$ cat src/rtl/ship_board_if.sv
// ship_board_if -- bundle of the ship_board control, handshake and display
// signals. clk/rst are not part of the bundle.
//   slave  : view used by ship_board (requests in, responses/status out)
//   master : view used by whatever drives the board
// Optional macro SHIP_BOARD_FOG_EN adds the rd_fog display input.
interface ship_board_if #(
  parameter int BOARD_W   = 10,
  parameter int BOARD_H   = 10,
  parameter int MAX_SHIPS = 10
);
  localparam int XW = $clog2(BOARD_W);
  localparam int YW = $clog2(BOARD_H);
  localparam int CW = $clog2(MAX_SHIPS + 1);

  logic          clear_req;
  logic          busy;
  logic          place_valid;
  logic          place_ready;
  logic [XW-1:0] place_x;
  logic [YW-1:0] place_y;
  logic          place_ok;
  logic          place_err;
  logic          shot_valid;
  logic          shot_ready;
  logic [XW-1:0] shot_x;
  logic [YW-1:0] shot_y;
  logic          shot_resp_valid;
  logic [1:0]    shot_resp;
  logic [XW-1:0] rd_x;
  logic [YW-1:0] rd_y;
  logic [1:0]    rd_code;
  logic [CW-1:0] ship_count;
  logic [CW-1:0] hits_left;
  logic          all_sunk;
`ifdef SHIP_BOARD_FOG_EN
  logic          rd_fog;

  modport slave (
    input  clear_req, place_valid, place_x, place_y, shot_valid, shot_x, shot_y,
           rd_x, rd_y, rd_fog,
    output busy, place_ready, place_ok, place_err, shot_ready, shot_resp_valid,
           shot_resp, rd_code, ship_count, hits_left, all_sunk
  );
  modport master (
    output clear_req, place_valid, place_x, place_y, shot_valid, shot_x, shot_y,
           rd_x, rd_y, rd_fog,
    input  busy, place_ready, place_ok, place_err, shot_ready, shot_resp_valid,
           shot_resp, rd_code, ship_count, hits_left, all_sunk
  );
`else
  modport slave (
    input  clear_req, place_valid, place_x, place_y, shot_valid, shot_x, shot_y,
           rd_x, rd_y,
    output busy, place_ready, place_ok, place_err, shot_ready, shot_resp_valid,
           shot_resp, rd_code, ship_count, hits_left, all_sunk
  );
  modport master (
    output clear_req, place_valid, place_x, place_y, shot_valid, shot_x, shot_y,
           rd_x, rd_y,
    input  busy, place_ready, place_ok, place_err, shot_ready, shot_resp_valid,
           shot_resp, rd_code, ship_count, hits_left, all_sunk
  );
`endif
endinterface

$ cat src/rtl/ship_board.sv
// ship_board -- battleship board: cell storage, ship placement, shot
// resolution and a registered display read port.
// Ports:
//   clk        clock
//   rst        asynchronous active-high reset
//   bus        ship_board_if.slave: clear_req/busy, place_* handshake and
//              ok/err pulses, shot_* handshake and response, rd_x/rd_y ->
//              rd_code, ship_count, hits_left, all_sunk
// Cell codes: 00 empty, 01 ship, 10 missed, 11 hit.
// Optional macro SHIP_BOARD_FOG_EN: adds bus.rd_fog; when set, ship cells
// read back as empty on rd_code.
module ship_board #(
  parameter int BOARD_W   = 10,
  parameter int BOARD_H   = 10,
  parameter int MAX_SHIPS = 10
) (
  input  logic         clk,
  input  logic         rst,
  ship_board_if.slave  bus
);
  localparam int XW = $clog2(BOARD_W);
  localparam int YW = $clog2(BOARD_H);
  localparam int CW = $clog2(MAX_SHIPS + 1);
  localparam int N  = BOARD_W * BOARD_H;
  localparam int AW = $clog2(N);

  localparam logic [1:0] C_EMPTY = 2'b00;
  localparam logic [1:0] C_SHIP  = 2'b01;
  localparam logic [1:0] C_MISS  = 2'b10;
  localparam logic [1:0] C_HIT   = 2'b11;

  typedef enum logic [1:0] {
    S_CLEAR = 2'd0,
    S_IDLE  = 2'd1,
    S_RESP  = 2'd2
  } state_t;

  state_t        state_q, state_d;
  logic [AW-1:0] idx_q, idx_d;
  logic [CW-1:0] cnt_q, cnt_d;
  logic [CW-1:0] left_q, left_d;
  logic [1:0]    rd_code_q, rd_code_d;
  logic [1:0]    resp_q, resp_d;
  logic          resp_vld_q, resp_vld_d;
  logic          ok_q, ok_d;
  logic          err_q, err_d;

  // Board storage has no reset: only the sweep clears it.
  logic [1:0]    board_q [N];
  logic          we;
  logic [AW-1:0] waddr;
  logic [1:0]    wdata;

  logic          sweep_last;
  logic          busy, shot_ready, place_ready;
  logic          shot_acc, place_acc;

  logic          place_in, shot_in, rd_in;
  logic [AW-1:0] place_addr, shot_addr, rd_addr;
  logic [1:0]    place_cell, shot_cell, rd_raw;

  // Coordinates are wider than the board when the dimension is not a power
  // of two; out-of-range cells never index storage.
  always_comb begin
    place_in   = (int'(bus.place_x) < BOARD_W) && (int'(bus.place_y) < BOARD_H);
    shot_in    = (int'(bus.shot_x)  < BOARD_W) && (int'(bus.shot_y)  < BOARD_H);
    rd_in      = (int'(bus.rd_x)    < BOARD_W) && (int'(bus.rd_y)    < BOARD_H);
    place_addr = AW'(int'(bus.place_y) * BOARD_W + int'(bus.place_x));
    shot_addr  = AW'(int'(bus.shot_y)  * BOARD_W + int'(bus.shot_x));
    rd_addr    = AW'(int'(bus.rd_y)    * BOARD_W + int'(bus.rd_x));
    place_cell = place_in ? board_q[place_addr] : C_HIT;
    shot_cell  = shot_in  ? board_q[shot_addr]  : C_HIT;
    rd_raw     = rd_in    ? board_q[rd_addr]    : C_EMPTY;
  end

  assign sweep_last = (idx_q == AW'(N - 1));

  // FSM: state register
  always_ff @(posedge clk or posedge rst) begin
    if (rst) state_q <= S_CLEAR;
    else     state_q <= state_d;
  end

  // FSM: next state
  always_comb begin
    state_d = state_q;
    case (state_q)
      S_CLEAR: if (sweep_last) state_d = S_IDLE;
      S_IDLE: begin
        if (bus.clear_req)            state_d = S_CLEAR;
        else if (shot_acc || place_acc) state_d = S_RESP;
      end
      S_RESP:  state_d = bus.clear_req ? S_CLEAR : S_IDLE;
      default: state_d = S_CLEAR;
    endcase
  end

  // FSM: outputs. Shots win over placements when both are offered.
  always_comb begin
    busy        = (state_q == S_CLEAR);
    shot_ready  = (state_q == S_IDLE) && !bus.clear_req;
    place_ready = (state_q == S_IDLE) && !bus.clear_req && !bus.shot_valid;
  end

  assign shot_acc  = shot_ready  && bus.shot_valid;
  assign place_acc = place_ready && bus.place_valid;

  // Datapath: storage writes, counters and result registers.
  always_comb begin
    idx_d      = idx_q;
    cnt_d      = cnt_q;
    left_d     = left_q;
    resp_d     = resp_q;
    resp_vld_d = 1'b0;
    ok_d       = 1'b0;
    err_d      = 1'b0;
    we         = 1'b0;
    waddr      = idx_q;
    wdata      = C_EMPTY;
    if (state_q == S_CLEAR) begin
      we    = 1'b1;
      idx_d = sweep_last ? '0 : idx_q + AW'(1);
    end else if (bus.clear_req) begin
      // Restart the sweep from cell 0; counters drop at once.
      cnt_d  = '0;
      left_d = '0;
      idx_d  = '0;
    end else if (shot_acc) begin
      resp_vld_d = 1'b1;
      if (!shot_in) begin
        resp_d = 2'b11;
      end else begin
        case (shot_cell)
          C_EMPTY: begin
            we     = 1'b1;
            waddr  = shot_addr;
            wdata  = C_MISS;
            resp_d = 2'b00;
          end
          C_SHIP: begin
            we     = 1'b1;
            waddr  = shot_addr;
            wdata  = C_HIT;
            resp_d = 2'b01;
            if (left_q != '0) left_d = left_q - CW'(1);
          end
          default: resp_d = 2'b10;
        endcase
      end
    end else if (place_acc) begin
      if (place_in && (place_cell == C_EMPTY) && (cnt_q < CW'(MAX_SHIPS))) begin
        ok_d  = 1'b1;
        we    = 1'b1;
        waddr = place_addr;
        wdata = C_SHIP;
        cnt_d = cnt_q + CW'(1);
        if (left_q < CW'(MAX_SHIPS)) left_d = left_q + CW'(1);
      end else begin
        err_d = 1'b1;
      end
    end
  end

  // Display read runs in every state, including during the sweep.
  always_comb begin
    rd_code_d = rd_raw;
`ifdef SHIP_BOARD_FOG_EN
    if (bus.rd_fog && (rd_raw == C_SHIP)) rd_code_d = C_EMPTY;
`endif
  end

  always_ff @(posedge clk or posedge rst) begin
    if (rst) begin
      idx_q      <= '0;
      cnt_q      <= '0;
      left_q     <= '0;
      rd_code_q  <= 2'b00;
      resp_q     <= 2'b00;
      resp_vld_q <= 1'b0;
      ok_q       <= 1'b0;
      err_q      <= 1'b0;
    end else begin
      idx_q      <= idx_d;
      cnt_q      <= cnt_d;
      left_q     <= left_d;
      rd_code_q  <= rd_code_d;
      resp_q     <= resp_d;
      resp_vld_q <= resp_vld_d;
      ok_q       <= ok_d;
      err_q      <= err_d;
    end
  end

  always_ff @(posedge clk) begin
    if (we) board_q[waddr] <= wdata;
  end

  assign bus.busy            = busy;
  assign bus.shot_ready      = shot_ready;
  assign bus.place_ready     = place_ready;
  assign bus.place_ok        = ok_q;
  assign bus.place_err       = err_q;
  assign bus.shot_resp_valid = resp_vld_q;
  assign bus.shot_resp       = resp_q;
  assign bus.rd_code         = rd_code_q;
  assign bus.ship_count      = cnt_q;
  assign bus.hits_left       = left_q;
  assign bus.all_sunk        = (cnt_q != '0) && (left_q == '0);

endmodule

$ cat src/flat_wrapper.sv
// flat-port wrapper written by rule: the top's interface ports become plain ports
module ship_board_flat 
#(
  parameter int BOARD_W   = 10,
  parameter int BOARD_H   = 10,
  parameter int MAX_SHIPS = 10
)
  (clk, rst, bus_clear_req, bus_place_valid, bus_place_x, bus_place_y, bus_shot_valid, bus_shot_x, bus_shot_y, bus_rd_x, bus_rd_y, bus_busy, bus_place_ready, bus_place_ok, bus_place_err, bus_shot_ready, bus_shot_resp_valid, bus_shot_resp, bus_rd_code, bus_ship_count, bus_hits_left, bus_all_sunk);
  ship_board_if #(.BOARD_W(BOARD_W), .BOARD_H(BOARD_H), .MAX_SHIPS(MAX_SHIPS)) bus_i ();
  input  logic clk;
  input  logic rst;
  input wire logic [$bits(bus_i.clear_req)-1:0] bus_clear_req;
  input wire logic [$bits(bus_i.place_valid)-1:0] bus_place_valid;
  input wire logic [$bits(bus_i.place_x)-1:0] bus_place_x;
  input wire logic [$bits(bus_i.place_y)-1:0] bus_place_y;
  input wire logic [$bits(bus_i.shot_valid)-1:0] bus_shot_valid;
  input wire logic [$bits(bus_i.shot_x)-1:0] bus_shot_x;
  input wire logic [$bits(bus_i.shot_y)-1:0] bus_shot_y;
  input wire logic [$bits(bus_i.rd_x)-1:0] bus_rd_x;
  input wire logic [$bits(bus_i.rd_y)-1:0] bus_rd_y;
  output wire logic [$bits(bus_i.busy)-1:0] bus_busy;
  output wire logic [$bits(bus_i.place_ready)-1:0] bus_place_ready;
  output wire logic [$bits(bus_i.place_ok)-1:0] bus_place_ok;
  output wire logic [$bits(bus_i.place_err)-1:0] bus_place_err;
  output wire logic [$bits(bus_i.shot_ready)-1:0] bus_shot_ready;
  output wire logic [$bits(bus_i.shot_resp_valid)-1:0] bus_shot_resp_valid;
  output wire logic [$bits(bus_i.shot_resp)-1:0] bus_shot_resp;
  output wire logic [$bits(bus_i.rd_code)-1:0] bus_rd_code;
  output wire logic [$bits(bus_i.ship_count)-1:0] bus_ship_count;
  output wire logic [$bits(bus_i.hits_left)-1:0] bus_hits_left;
  output wire logic [$bits(bus_i.all_sunk)-1:0] bus_all_sunk;
  assign bus_i.clear_req = bus_clear_req;
  assign bus_i.place_valid = bus_place_valid;
  assign bus_i.place_x = bus_place_x;
  assign bus_i.place_y = bus_place_y;
  assign bus_i.shot_valid = bus_shot_valid;
  assign bus_i.shot_x = bus_shot_x;
  assign bus_i.shot_y = bus_shot_y;
  assign bus_i.rd_x = bus_rd_x;
  assign bus_i.rd_y = bus_rd_y;
  assign bus_busy = bus_i.busy;
  assign bus_place_ready = bus_i.place_ready;
  assign bus_place_ok = bus_i.place_ok;
  assign bus_place_err = bus_i.place_err;
  assign bus_shot_ready = bus_i.shot_ready;
  assign bus_shot_resp_valid = bus_i.shot_resp_valid;
  assign bus_shot_resp = bus_i.shot_resp;
  assign bus_rd_code = bus_i.rd_code;
  assign bus_ship_count = bus_i.ship_count;
  assign bus_hits_left = bus_i.hits_left;
  assign bus_all_sunk = bus_i.all_sunk;
  ship_board #(.BOARD_W(BOARD_W), .BOARD_H(BOARD_H), .MAX_SHIPS(MAX_SHIPS)) u_core (.clk(clk), .rst(rst), .bus(bus_i));
endmodule
$ cat config.mk
export PLATFORM = sky130hd
export DESIGN_NAME = ship_board_flat
export DESIGN_NICKNAME = d
export VERILOG_FILES = /design/src/rtl/ship_board_if.sv /design/src/rtl/ship_board.sv /design/src/flat_wrapper.sv
export SDC_FILE = /design/constraint.sdc
export NUM_CORES = 1
export LEC_CHECK = 0
export ABC_AREA = 1
export CORE_MARGIN = 5
export CORE_UTILIZATION = 36
export DETAILED_ROUTE_END_ITERATION = 12
export SYNTH_ARGS = -nofsm -noshare
export SYNTH_HDL_FRONTEND = slang
export SYNTH_SLANG_ARGS = --single-unit
$ cat constraint.sdc
create_clock -name clk -period 4.35 [get_ports clk]
set_clock_uncertainty 0.2 [all_clocks]
set_input_delay 0.6525 -clock clk [delete_from_list [all_inputs] [get_ports clk]]
set_output_delay 0.6525 -clock clk [all_outputs]
set_load 0.005 [all_outputs]
==> out/qor.csv <==
metric,value,unit
Final HPWL DP,34.2,mm
leading area contributor after synthesis,edfxtp_1,
final-layout setup total negative slack,0,ns
maximum number of pins on one net before global-route repair,147,
cell types occupying the most area after synthesis,"edfxtp_1 43%, nand3_1 8.2%, o21ai_0 7.7%",
hold violation count in the final report,0,
DP Area,0.0160,mm2
"Avg Cell Area, Syn",8.13,um2
TritonCTS clock tree,yes,
Final period util,98.0,%
via count,13600,
max frequency,235,MHz
Critical Path RT,4.40,ns
Worst setup EP type,flop,
largest driver fanout on the critical path,8,
Layout Area Growth over Synthesis,23.5,%
Pwr Density,430,mW/mm2
worst slew margin relative to its limit,38.8,%
number of CTS-inserted buffers,26,
kind of start point of the critical path,input port,
number of buffers between clock root and the deepest sink,3,
source of the worst register-to-register timing path,u_core.board_q[34][0],
number of levels in the clock H-tree,1,
max-slew violation total from the final report,0,
number of global-route vias before repair,13100,
slew at the pin with the worst max-slew slack,0.918,ns
aggregate routed wire length,50.4,mm
combined global-route utilization of all metal layers,22.5,%
fraction of final layout cells sized beyond drive strength 1,16.7,%
clock slew seen by the registers of the worst setup and hold paths,0.06,ns
routed wirelength normalized by instance count,21.2,um
Skew-Pair Late Insertion Delay,0.55,ns
summed area of non-filler cells in the final layout,0.0173,mm2
final critical delay including setup and external delays,4.26,ns
quantity of I/O buffers inserted on ports,47,
share of synthesized registers carrying an async set or reset,10.7,%
number of violations of the max-capacitance limit,0,
number of nets with antenna violations after routing,0,
length of the first detailed-routing pass in iterations,6,
synthesis warning total,0,
classification of the worst setup path,in2reg,
number of synthesized flops with an enable pin,200,
Gate Count Post-Synth,1721,
count of hold buffers inserted by post-cts repair,0,
Hold Path Origin,u_core.state_q[0],
register-to-register path setup slack,1.16,ns
count of cells along the worst hold path,3,
vias per cell,5.71,
weighted congestion reported at the end of routability-driven placement,0.985,
worst hold-check path type,reg2reg,
CTS sink cnt,224,
Setup-failing EPs final,0,
logic depth of the worst register-to-register path,19,
width of the die,207,um
Synth Flop Type,edfxtp_1,
status,"complete, no violations",
Std-Cell Rows,72,
initial antenna violation count,1,
number of remaining DRC errors,0,
Syn Std Cell Area,0.0140,mm2
worst reg2reg endpoint,u_core.board_q[15][0],
flip-flop and latch count after synthesis,224,
number of unique standard cell types used by synthesis,43,
root buffer cell,clkbuf_16,
Synth top area share,42.9,%
Worst IR Drop VDD,310,uV
die area,0.0429,mm2
Top Ports,48,
total gr overflow,0,
Leakage Power,6.75,nW
most frequent standard cell in the layout excluding fill and tap cells,nand2_1,
core outline area,0.0386,mm2
Syn Nets,1782,
Detailed Route Iter0 Violations,1595,
first-pass GRT wire length,76.3,mm
part of the Yosys area used for sequential elements,47.2,%
"commonest cells after routing, fill and taps aside","250 x nand2_1, 221 x nand3_1, 214 x o21ai_0",
Vert. Die Dim,207,um
data arrival at the endpoint of the critical path,4.31,ns
unrepaired setup endpoints after global routing,false,
initial core utilization,36.3,%
WHS Endpoint,u_core.state_q[0],
Final Net Count,1900,
Antenna diodes,0,
sequential cells by signal, summed over array words and instances (netlist names):
signal	flops
u_core.board_q	200
u_core.idx_q	7
u_core.bus.hits_left	4
u_core.bus.ship_count	4
u_core.bus.rd_code	2
u_core.bus.shot_resp	2
u_core.state_q	2
u_core.bus.place_err	1
u_core.bus.place_ok	1
u_core.bus.shot_resp_valid	1
cell usage after synthesis (9+ instances only):
cell type  instances
nand2_2           11
o22ai_1            9
o21ai_0          214
nand2_1          253
nor3_1            11
o211ai_1          56
nand3_1          230
xor2_1            16
buf_2             37
clkbuf_1          56
ha_1              25
inv_1            152
o311ai_0          12
o21ai_1            9
a21oi_1          111
nand4_1           18
nor2_1           213
dfrtp_1           24
edfxtp_1         200
worst max-delay path: stages:
cell             delay, ns
clkdlybuf4s50_1       0.44
buf_4                 0.14
ha_1                  0.33
ha_4                  0.26
xnor2_4               0.21
buf_6                 0.22
buf_4                 0.20
nand3_1               0.10
nand2_1               0.15
nand2_1               0.07
nand3_1               0.08
nand2_1               0.06
nand2_2               0.12
nand3_2               0.14
buf_4                 0.18
nand3_1               0.11
inv_1                 0.09
nor2_4                0.15
nand4_1               0.23
buf_6                 0.23
nor2_1                0.16
timing repair:
item                                    CTS  global route
gates resized for setup                   3           112
endpoints found under the setup margin   56           200
pin swaps                                 0            10
buffers inserted                          3             4
per-stage QoR:
step                power (mW)  utilization (%)  hold slack, ns  std cells  setup slack (ns)
global placement          5.13             41.5           0.340       2322            -0.548
global route              7.74             44.8           0.399       2375           0.00999
floorplan                 3.86                -           0.305       1721             0.108
detailed placement        5.14             41.5           0.348       2322            -0.617
CTS                       7.25             43.7           0.358       2371            0.0188
finish                    7.43             44.8           0.361       2375            0.0858
power breakdown:
part           switching, mW  internal, mW
Combinational           1.73          1.02
Sequential            0.0778          2.48
Clock                  0.872          1.24
metal layers:
metal | vias to the layer above | global-route usage, % | share of wire, %
li1 | 6230 | - | -
met1 | 6454 | 30.7 | 41
met2 | 747 | 36.3 | 46
met3 | 122 | 3.42 | 9.4
met4 | 2 | 8.48 | 3.4
met5 | - | 0 | 0.026
kinds of logic after synthesis:
logic type,synth area share (%)
AND/OR/NAND/NOR,23.4
flip-flops,47.2
AO/OA/AOI/OAI,17.2
buffers and inverters,7.69
XOR/XNOR,1.31
adder cells (fa/ha/maj),3.24
layout make-up:
class | count | area, um2
multi-input cells | 1233 | 6680
fillers | 3831 | 21300
inverters | 158 | 599
repair buffers | 196 | 1940
clock buffers | 34 | 702
clock inverters | 12 | 105
well taps | 518 | 648
flip-flops and latches | 224 | 6610
how the worst max path moves through the flow:
stage	start	to	cells after the start
after floorplan	bus_shot_y[0]	u_core.board_q[0][0]	16
after global placement	bus_place_y[0]	u_core.board_q[53][0]	20
after detailed placement	bus_place_y[0]	u_core.board_q[26][0]	20
after CTS	bus_place_x[1]	u_core.board_q[23][0]	21
after global routing	bus_place_x[1]	u_core.board_q[15][1]	20
final	bus_place_y[0]	u_core.board_q[15][0]	21
Power figures use the tool's default switching activity.
